--- src/rtl/reg_bank_responder.sv ---
// Single-outstanding register-bank responder for the PS-to-PL access path.
// It holds NREG registers of width DW, answers each request once, and exports the bank to PL logic.
module reg_bank_responder #(
   parameter int unsigned DW   = 32,
   parameter int unsigned AW   = 4,
   parameter int unsigned NREG = 8
) (
   input  logic               CLK,
   input  logic               RSTn,
   input  logic               req_valid,
   output logic               req_ready,
   input  logic               req_wr,
   input  logic [AW-1:0]      req_addr,
   input  logic [DW-1:0]      req_wdata,
   input  logic [DW/8-1:0]    req_wstrb,
   output logic               rsp_valid,
   input  logic               rsp_ready,
   output logic [DW-1:0]      rsp_rdata,
   output logic               rsp_err,
   output logic [NREG*DW-1:0] reg_q,
   output logic [NREG-1:0]    reg_wr_pulse
);

   typedef enum logic {IDLE, RESP} state_t;

   state_t          state;
   logic [DW-1:0]   regs [NREG];
   logic [NREG-1:0] hit;
   logic            addr_ok;
   logic [DW-1:0]   rd_word;

   // Full-width address compare, so addresses at or above NREG never alias onto a register.
   always_comb begin
      hit     = '0;
      rd_word = '0;
      for (int unsigned i = 0; i < NREG; i++) begin
         if (req_addr == AW'(i)) begin
            hit[i]  = 1'b1;
            rd_word = regs[i];
         end
      end
   end

   assign addr_ok = |hit;

   for (genvar g = 0; g < NREG; g++) begin : g_export
      assign reg_q[g*DW +: DW] = regs[g];
   end

   always_ff @(posedge CLK or negedge RSTn) begin
      if (!RSTn) begin
         state        <= IDLE;
         req_ready    <= 1'b1;
         rsp_valid    <= 1'b0;
         rsp_rdata    <= '0;
         rsp_err      <= 1'b0;
         reg_wr_pulse <= '0;
         for (int unsigned i = 0; i < NREG; i++) begin
            regs[i] <= '0;
         end
      end else begin
         reg_wr_pulse <= '0;
         unique case (state)
            IDLE: begin
               if (req_valid) begin
                  state     <= RESP;
                  req_ready <= 1'b0;
                  rsp_valid <= 1'b1;
                  rsp_err   <= !addr_ok;
                  rsp_rdata <= (addr_ok && !req_wr) ? rd_word : '0;
                  if (req_wr) begin
                     // The pulse fires even when no strobe bit is set.
                     reg_wr_pulse <= hit;
                     for (int unsigned i = 0; i < NREG; i++) begin
                        for (int unsigned b = 0; b < DW/8; b++) begin
                           if (hit[i] && req_wstrb[b]) begin
                              regs[i][b*8 +: 8] <= req_wdata[b*8 +: 8];
                           end
                        end
                     end
                  end
               end
            end
            RESP: begin
               if (rsp_ready) begin
                  state     <= IDLE;
                  req_ready <= 1'b1;
                  rsp_valid <= 1'b0;
               end
            end
            default: begin
               state     <= IDLE;
               req_ready <= 1'b1;
               rsp_valid <= 1'b0;
            end
         endcase
      end
   end

endmodule

--- config.mk ---
export PLATFORM = sky130hd
export DESIGN_NAME = reg_bank_responder
export DESIGN_NICKNAME = d
export VERILOG_FILES = /design/src/rtl/reg_bank_responder.sv
export SDC_FILE = /design/constraint.sdc
export NUM_CORES = 1
export LEC_CHECK = 0
export ABC_CLOCK_PERIOD_IN_PS = 2200
export CAP_MARGIN = 15
export CORE_ASPECT_RATIO = 1.75
export CORE_MARGIN = 2
export CORE_UTILIZATION = 50
export DETAILED_ROUTE_END_ITERATION = 10
export HOLD_SLACK_MARGIN = 0.02
export PLACE_DENSITY = 0.89
export SYNTH_ARGS = -nofsm -noshare
export SYNTH_HDL_FRONTEND = slang
export SYNTH_SLANG_ARGS = --single-unit
--- constraint.sdc ---
create_clock -name CLK -period 2.2 [get_ports CLK]
set_input_delay 0.22 -clock CLK [delete_from_list [all_inputs] [get_ports CLK]]
set_output_delay 0.22 -clock CLK [all_outputs]
set_load 0.005 [all_outputs]
# Yosys cells after proc, flatten, opt, wreduce, memory -nomap -nowiden

Index checks and enable logic that the tools add are counted.

Equality and inequality tests: 9
Muxes and demuxes: 29
Bitwise gates (word level): 1
Reduce and logical (&&, ||, !) cells: 71

Operators by type and width:

| cell                 | count |
|---|---|
| $mux W32             | 9 |
| $reduce_and A4 Y1    | 32 |
| $logic_and A1 B1 Y1  | 33 |
| $mux W8              | 3 |
| $eq A4 B3 Y1 const B | 4 |
| $mux W1              | 14 |
| $eq A4 B2 Y1 const B | 2 |
| $reduce_or A8 Y1     | 1 |
| $pmux W1 S2          | 3 |
| $eq A4 B1 Y1 const B | 1 |
| $logic_not A4 Y1     | 1 |
| $ne A2 B2 Y1 const B | 2 |
| $reduce_and A2 Y1    | 2 |
| $logic_not A1 Y1     | 2 |
| $not A1 Y1           | 1 |

Register bits after elaboration: 300
Bits of input ports: 45
Output and inout port bits: 299
Logic and storage cells: 148

# Longest topological paths before layout

Gate-level depths: netlist of run 1.

Word-level depth: 10
Depth in mapped cells: 8
Gate-level depth less buffers: 4

# Worst setup path before layout of run 1

Ideal clock, no wire load.

Kind: reg-to-reg
From: reg state
To: reg regs (netlist bit reg_q[46])
Library setup time: 0.128 ns
Arrival time: 1.571 ns
Required time: 2.072 ns
Path slack: 0.501 ns
Stages on the path, launching flop included: 5
Buffers on the path: 0
Clock period less this slack: 1.699 ns
Path through: dfrtp_1 -> nand3b_1 -> nor4_4 -> nand2_2 -> mux2_1

Longest elaborated chain between the ends: 2

RTL lines:

| what                               | line | text |
|---|---|---|
| start, declared                    | 26   | `state_t state;` |
| start signal, assigned             | 52   | `state <= IDLE;` |
| start signal, assigned             | 66   | `state <= RESP;` |
| start signal, assigned             | 86   | `state <= IDLE;` |
| $not A1 Y1 (no source line)        | --   |  |
| $reduce_and A4 Y1 (no source line) | --   |  |
| end signal, assigned by index      | 77   | `regs[i][b*8 +: 8] <= req_wdata[b*8 +: 8];` |
| end, declared                      | 27   | `logic [DW-1:0] regs [NREG];` |

Every way passes these cells.
A chain may end at the register's enable or synchronous reset.

# Worst setup path in the final report of run 1

From: reg state
To: reg regs (netlist bit reg_q[81])

Same word-level chain as after synthesis.

==> results.toml, run 1 <==
[global_routing]
globalRouteOverflowTotal = 0
maximum_number_of_pins_on_one_net_before_global_route_repair = 82
grt_pass1_vias = 11798
grt_use_total_pct = 32.10
antenna_found_initial = 1
grt_pass1_wl_mm = 70.04

[clock_network]
cts.reportedPaths.clkPinSlew_ps = 60
cts_hold_buffers = 1
postCtsResizedCells = 0
cts_made_buffers = 28
post-cts-setup-buffer-count = 0
clockRootBuffer = "sky130_fd_sc_hd__clkbuf_16"
clock_path_buffers = 3
tritoncts = "built"
later_pin_clock_latency_in_the_skew_report_ps = 550
h_tree_lvls = 1
cts.sinks = 300

[floorplanning]
die-area_um2 = 28810
die_height_um = 223.1
floorplan.core_area_um2 = 27130
fp.dieW_um = 129.2
effective_utilization_at_floorplan_pct = 50.54
io-pin-count = 344
std_cell_rows = 80

[outcome]
outcome = "finished, final reports clean"

[synthesis]
synth_cells = 1076
synth.top_cell.area_share_pct = 54.58
post_synth_main_area_contributors = "sky130_fd_sc_hd__dfrtp_1 55%, sky130_fd_sc_hd__mux2_2 23%, sky130_fd_sc_hd__o21ai_0 3.0%"
yosysSeqAreaShare_pct = 54.77
synth.yosys.warnings = 0
ys_dominant_reg_cell = "sky130_fd_sc_hd__dfrtp_1"
synth-edff-count = 0
post_synth.cell_area_avg_um2 = 12.74
synth_fp_nets = 1121
synth_async_sr_flop_share_pct = 100.0
netlist_top_cells_count = "299 x sky130_fd_sc_hd__dfrtp_1, 285 x sky130_fd_sc_hd__mux2_2, 83 x sky130_fd_sc_hd__o21ai_0, 64 x sky130_fd_sc_hd__nand2_1, 38 x sky130_fd_sc_hd__a21oi_1"
synth_cell_type_count = 46
synthDominantAreaCellType = "sky130_fd_sc_hd__dfrtp_1"
yosys_register_bits = 300
synthesis.area_um2 = 13710
yosys.cell_count.top_type = "sky130_fd_sc_hd__dfrtp_1"

[worst_setup_path]
worstSetupStartpointType = "flip-flop"
arrival_ps = 2410
crit_type = "flip-flop to flip-flop"
r2r_setup_slack_ps = 210
critical_path_required_ps = 2630
reg2reg_path_depth = 5
critical_path_peak_fanout = 10
worst_setup_path_end_kind = "flip-flop"
r2r-end = "reg_q[81]$_DFFE_PN0P_"
r2r-start = "state$_DFF_PN0_"

[layout]
layout-area-overhead-vs-synth_pct = 40.35
post_route_cells_drive_above_1_share_pct = 32.57
seqCellArea_um2 = 7508
fillerInstances = 1778
multiInputGateArea_um2 = 5926
number_of_antenna_diodes = 0
design.final.nets = 1512

[pwr]
static-leakage-power_nw = 8.605
cellPowerDensity_nw_per_um2 = 747.2
vdd_drop_max_mv = 0.7299
seq_power_share_pct = 45.8
p_sw_share_pct = 25.47
power.share.combinational_pct = 18.6
clockPowerShare_pct = 35.7
total_switching_power_w = 0.003662
intPower_w = 0.01072

[flow_run]
maxCapViolCount = 0

[drt]
via_per_inst = 6.025
detail_route.first_pass.iterations = 6
via_count = 11177
detailed_route_iter0_violations = 889
antenna_left = 0
final_wirelength_mm = 46.68
detail_route.wl_per_cell_um = 25.17
drc = 0

[min_path]
hold-path-endpoint = "reg_wr_pulse[3]$_DFF_PN0_"
number_of_cells_traversed_by_the_worst_hold_path = 2
worst_hold_startpoint = "req_addr[0]"
holdCritPathClass = "primary input to flip-flop"

[sta]
setup_violations = 0
max_slew_margin_pct = 52.41
hold_violations = 0
grt_setup_unrepaired = "no"
tightestPinTransition_ps = 713.9
layout_worst_path_cycle_share_pct = 90.32
timing.final.crit_period_ps = 1987
timing.setup.tns_ps = 0
timing_max_transition_violations_final = 0
fin_skew_ps = 6.751
timing.hold.ws_ps = 112.5
timing.fmax_mhz = 503.3

[place]
post-dp-hpwl_mm = 33.47
routabilityCongestion = 0.9015
port-buffer-count = 343
==> cells in the final DEF (no fill, tap or decap), types with 25 or more instances in the layout <==
cell type	n
sky130_fd_sc_hd__clkdlybuf4s50_1	339
sky130_fd_sc_hd__dfrtp_1	299
sky130_fd_sc_hd__mux2_2	285
sky130_fd_sc_hd__o21ai_0	83
sky130_fd_sc_hd__nand2_1	64
sky130_fd_sc_hd__buf_4	56
sky130_fd_sc_hd__a21oi_1	38
sky130_fd_sc_hd__clkbuf_16	29
sky130_fd_sc_hd__nor2_1	25
sky130_fd_sc_hd__buf_12	25
==> metal layers <==
metal / GRT usage, % / vias up / wire (µm)
met2: 54.63 / 666 / 23840
met1: 37.07 / 5582 / 16350
met3: 4.388 / 223 / 2993
met4: 21.56 / 2 / 3492
met5: 0 / - / 12
li1: - / 4704 / -
==> through the flow <==
stage	setup WS [ps]	area, µm²	total power, W	std cells	utilization (%)
floorplan	501.0	13710	0.007452	1076	-
global placement	-12.70	18250	0.009194	1805	67.29
detailed placement	-119.5	18250	0.009302	1805	67.29
CTS	215.6	19240	0.01440	1855	70.93
global route	120.8	19240	0.01485	1855	70.93
finish	212.9	19240	0.01438	1855	70.93
==> cells by family (layout without fill, tap and decap cells) <==
kind of cell	count (synthesis)	count (layout)	synth area share (%)
multiplexers	316	316	26.03
flip-flops	300	300	54.77
buffers and inverters	68	478	2.209
AND/OR/NAND/NOR	200	200	8.351
AO/OA/AOI/OAI	192	192	8.643
==> power by group through the flow <==
stage	clock, W	combinational (W)	sequential, W
after floorplan	0	0.000926	0.00653
after global placement	0	0.00256	0.00663
after detailed placement	0	0.00265	0.00665
after CTS	0.00517	0.00267	0.00656
after global routing	0.00540	0.00283	0.00662
final	0.00513	0.00267	0.00658
==> registers in the layout (all words and copies together) (netlist names) <==
signal,cells
reg_q,256
rsp_rdata,32
reg_wr_pulse,8
req_ready,1
rsp_err,1
rsp_valid,1
state,1
==> layout make-up <==
type                            instances  share of cell area, %
Tap cell                              369                  2.400
Clock buffer                           42                  4.493
Inverter                                6                 0.1171
Clock inverter                          7                 0.5918
Sequential cell                       300                  39.02
Multi-Input combinational cell        708                  30.80
Timing Repair Buffer                  423                  22.58
==> critical path, cell delays in order (launching register included) <==
cell and delay [ps]:
sky130_fd_sc_hd__dfrtp_1 420, sky130_fd_sc_hd__and3b_1 480, sky130_fd_sc_hd__and2_1 300, sky130_fd_sc_hd__nand2_1 130, sky130_fd_sc_hd__buf_4 210, sky130_fd_sc_hd__mux2_1 320
==> worst max-delay path by stage <==
stage	start	endpoint	cells past startpoint
finish	state$_DFF_PN0_	reg_q[81]$_DFFE_PN0P_	5
global route	state$_DFF_PN0_	reg_q[74]$_DFFE_PN0P_	5
detailed placement	req_wr	reg_q[81]$_DFFE_PN0P_	6
global placement	req_valid	reg_q[80]$_DFFE_PN0P_	6
floorplan	state$_DFF_PN0_	reg_q[46]$_DFFE_PN0P_	4
CTS	state$_DFF_PN0_	reg_q[81]$_DFFE_PN0P_	5
(Power assumes the default switching activity.)
==> run 2, diff against run 1 <==
- CORE_MARGIN: 2 -> 10
- CORE_UTILIZATION: 50 -> 29
- PLACE_DENSITY: 0.89 -> 0.6
- REMOVE_ABC_BUFFERS: not set -> 1
==> run 2 against run 1 <==
Worst setup slack better by 120 ps. First-iteration DRC count is 32% lower. Count of clock-buffer cells in the layout grew 2. Highest routed layer unchanged. Critical endpoint is now reg_q[150]$_DFFE_PN0P_. Clock power up 8.4%. Sequential share of layout area fell by 0.85 points. Global-route usage fell by 12 points.
==> results.toml, run 2 (synthesized netlist as in run 1, its figures left out) <==
[layout]
design.final.nets = 1514
number_of_antenna_diodes = 0
layout-area-overhead-vs-synth_pct = 43.46
largest_register_ff_count = 256
mostFrequentLayoutCell = "sky130_fd_sc_hd__clkdlybuf4s50_1"
post_route_cells_drive_above_1_share_pct = 32.95
finish.instance_area_um2 = 19670
mostFrequentLayoutCells = "338 x sky130_fd_sc_hd__clkdlybuf4s50_1, 299 x sky130_fd_sc_hd__dfrtp_1, 285 x sky130_fd_sc_hd__mux2_2"

[clock_network]
post-cts-setup-buffer-count = 0
h_tree_lvls = 1
cts.sinks = 300
later_pin_clock_latency_in_the_skew_report_ps = 580
tritoncts = "built"
clock_path_buffers = 3
clockRootBuffer = "sky130_fd_sc_hd__clkbuf_16"
cts_made_buffers = 30
cts.reportedPaths.clkPinSlew_ps = 70

[sta]
timing.fmax_mhz = 536.7
fin_skew_ps = 15.71
timing_max_transition_violations_final = 0
timing.hold.ws_ps = 132.9
grt_setup_unrepaired = "no"
setup_violations = 0
hold_violations = 0
timing.setup.tns_ps = 0
timing.final.crit_period_ps = 1863
tightestPinTransition_ps = 606.6
max_slew_margin_pct = 59.56
layout_worst_path_cycle_share_pct = 84.70

[place]
routabilityCongestion = 0.8229
placement.cell_area_um2 = 18600
port-buffer-count = 343
post-dp-hpwl_mm = 41.72

[drt]
detail_route.wl_per_cell_um = 27.56
detailed_route_iter0_violations = 603
via_per_inst = 5.156
antenna_left = 0
drc = 0
detail_route.first_pass.iterations = 5
final_wirelength_mm = 57.34
via_count = 10729

[worst_setup_path]
critical_path_peak_fanout = 10
reg2reg_path_depth = 6
worst_setup_path_end_kind = "flip-flop"
critical_path_required_ps = 2650
arrival_ps = 2320
r2r_setup_slack_ps = 340
r2r-start = "state$_DFF_PN0_"
worstSetupStartpointType = "flip-flop"
crit_type = "flip-flop to flip-flop"
r2r-end = "reg_q[150]$_DFFE_PN0P_"

[pwr]
finalPower_w = 0.01489
static-leakage-power_nw = 8.654
vdd_drop_max_mv = 0.5106
cellPowerDensity_nw_per_um2 = 757.3

[floorplanning]
effective_utilization_at_floorplan_pct = 29.23
floorplan.core_area_um2 = 46900
fp.dieW_um = 184.4
io-pin-count = 344
die-area_um2 = 56710
die_height_um = 307.6
std_cell_rows = 105

[global_routing]
maximum_number_of_pins_on_one_net_before_global_route_repair = 57
antenna_found_initial = 4
grt_pass1_wl_mm = 82.60
grt_pass1_vias = 11474
grt_use_total_pct = 19.77
globalRouteOverflowTotal = 0

[min_path]
holdCritPathClass = "primary input to async pin"

[outcome]
outcome = "finished, final reports clean"

[flow_run]
maxCapViolCount = 0
run 2: cell types whose count changed in the layout (fill, tap and decap cells not counted), sizes merged:
cell	delta
bufinv	+1
clkdlybuf4s50	-1
clkbuf	+2
clkinvlp	+2
clkinv	+3
inv	-1
buf	+1
run 2: worst max-delay path: stages, from the launching register on:
cell	delay [ps]
sky130_fd_sc_hd__dfrtp_1	430
sky130_fd_sc_hd__and3b_1	230
sky130_fd_sc_hd__buf_12	150
sky130_fd_sc_hd__and2_1	200
sky130_fd_sc_hd__buf_4	150
sky130_fd_sc_hd__nand2_2	210
sky130_fd_sc_hd__mux2_2	370
run 2: report_power, final:
part,switching [W],total [W],internal [W]
registers,0.000486,0.00654,0.00605
logic,0.00118,0.00280,0.00162
clock network,0.00228,0.00556,0.00328
run 2: what timing repair did:
action,4_1_cts,5_1_grt
hold buffers,1,0
endpoints found under the hold margin,134,0
gates resized for setup,0,0
run 2: per-layer routing:
layer | wire, µm | track usage, % | vias to the layer above
met5 | 49 | 0 | -
met4 | 2419 | 8.357 | 8
met3 | 3755 | 4.901 | 110
met2 | 30010 | 35.19 | 366
met1 | 21110 | 21.71 | 5512
li1 | - | - | 4733
run 2: worst max-delay path by stage:
| stage | from | endpoint | depth (start not counted) |
|---|---|---|---|
| global placement | req_wr | reg_q[146]$_DFFE_PN0P_ | 7 |
| detailed placement | req_addr[0] | reg_q[226]$_DFFE_PN0P_ | 6 |
| global route | state$_DFF_PN0_ | reg_q[74]$_DFFE_PN0P_ | 6 |
| finish | state$_DFF_PN0_ | reg_q[150]$_DFFE_PN0P_ | 6 |
| floorplan | state$_DFF_PN0_ | rsp_rdata[13]$_DFFE_PN0P_ | 4 |
| CTS | state$_DFF_PN0_ | reg_q[146]$_DFFE_PN0P_ | 6 |
run 2: layout make-up:
cell class	count	area (µm²)
clock buffers	44	894.6
clock inverters	12	165.2
fillers	4378	27230
inverters	6	22.52
multi-input cells	708	5939
flip-flops and latches	300	7508
well taps	588	735.7
repair buffers	423	4402
run 2: per-stage QoR:
stage | cells | utilization (%) | setup WS [ps]
final | 2081 | 41.93 | 336.6
after global routing | 2081 | 41.93 | 263.0
after CTS | 2081 | 41.93 | 326.5
after detailed placement | 2024 | 39.65 | 72.66
after global placement | 2024 | 39.65 | 88.16
after floorplan | 1014 | - | -829.1
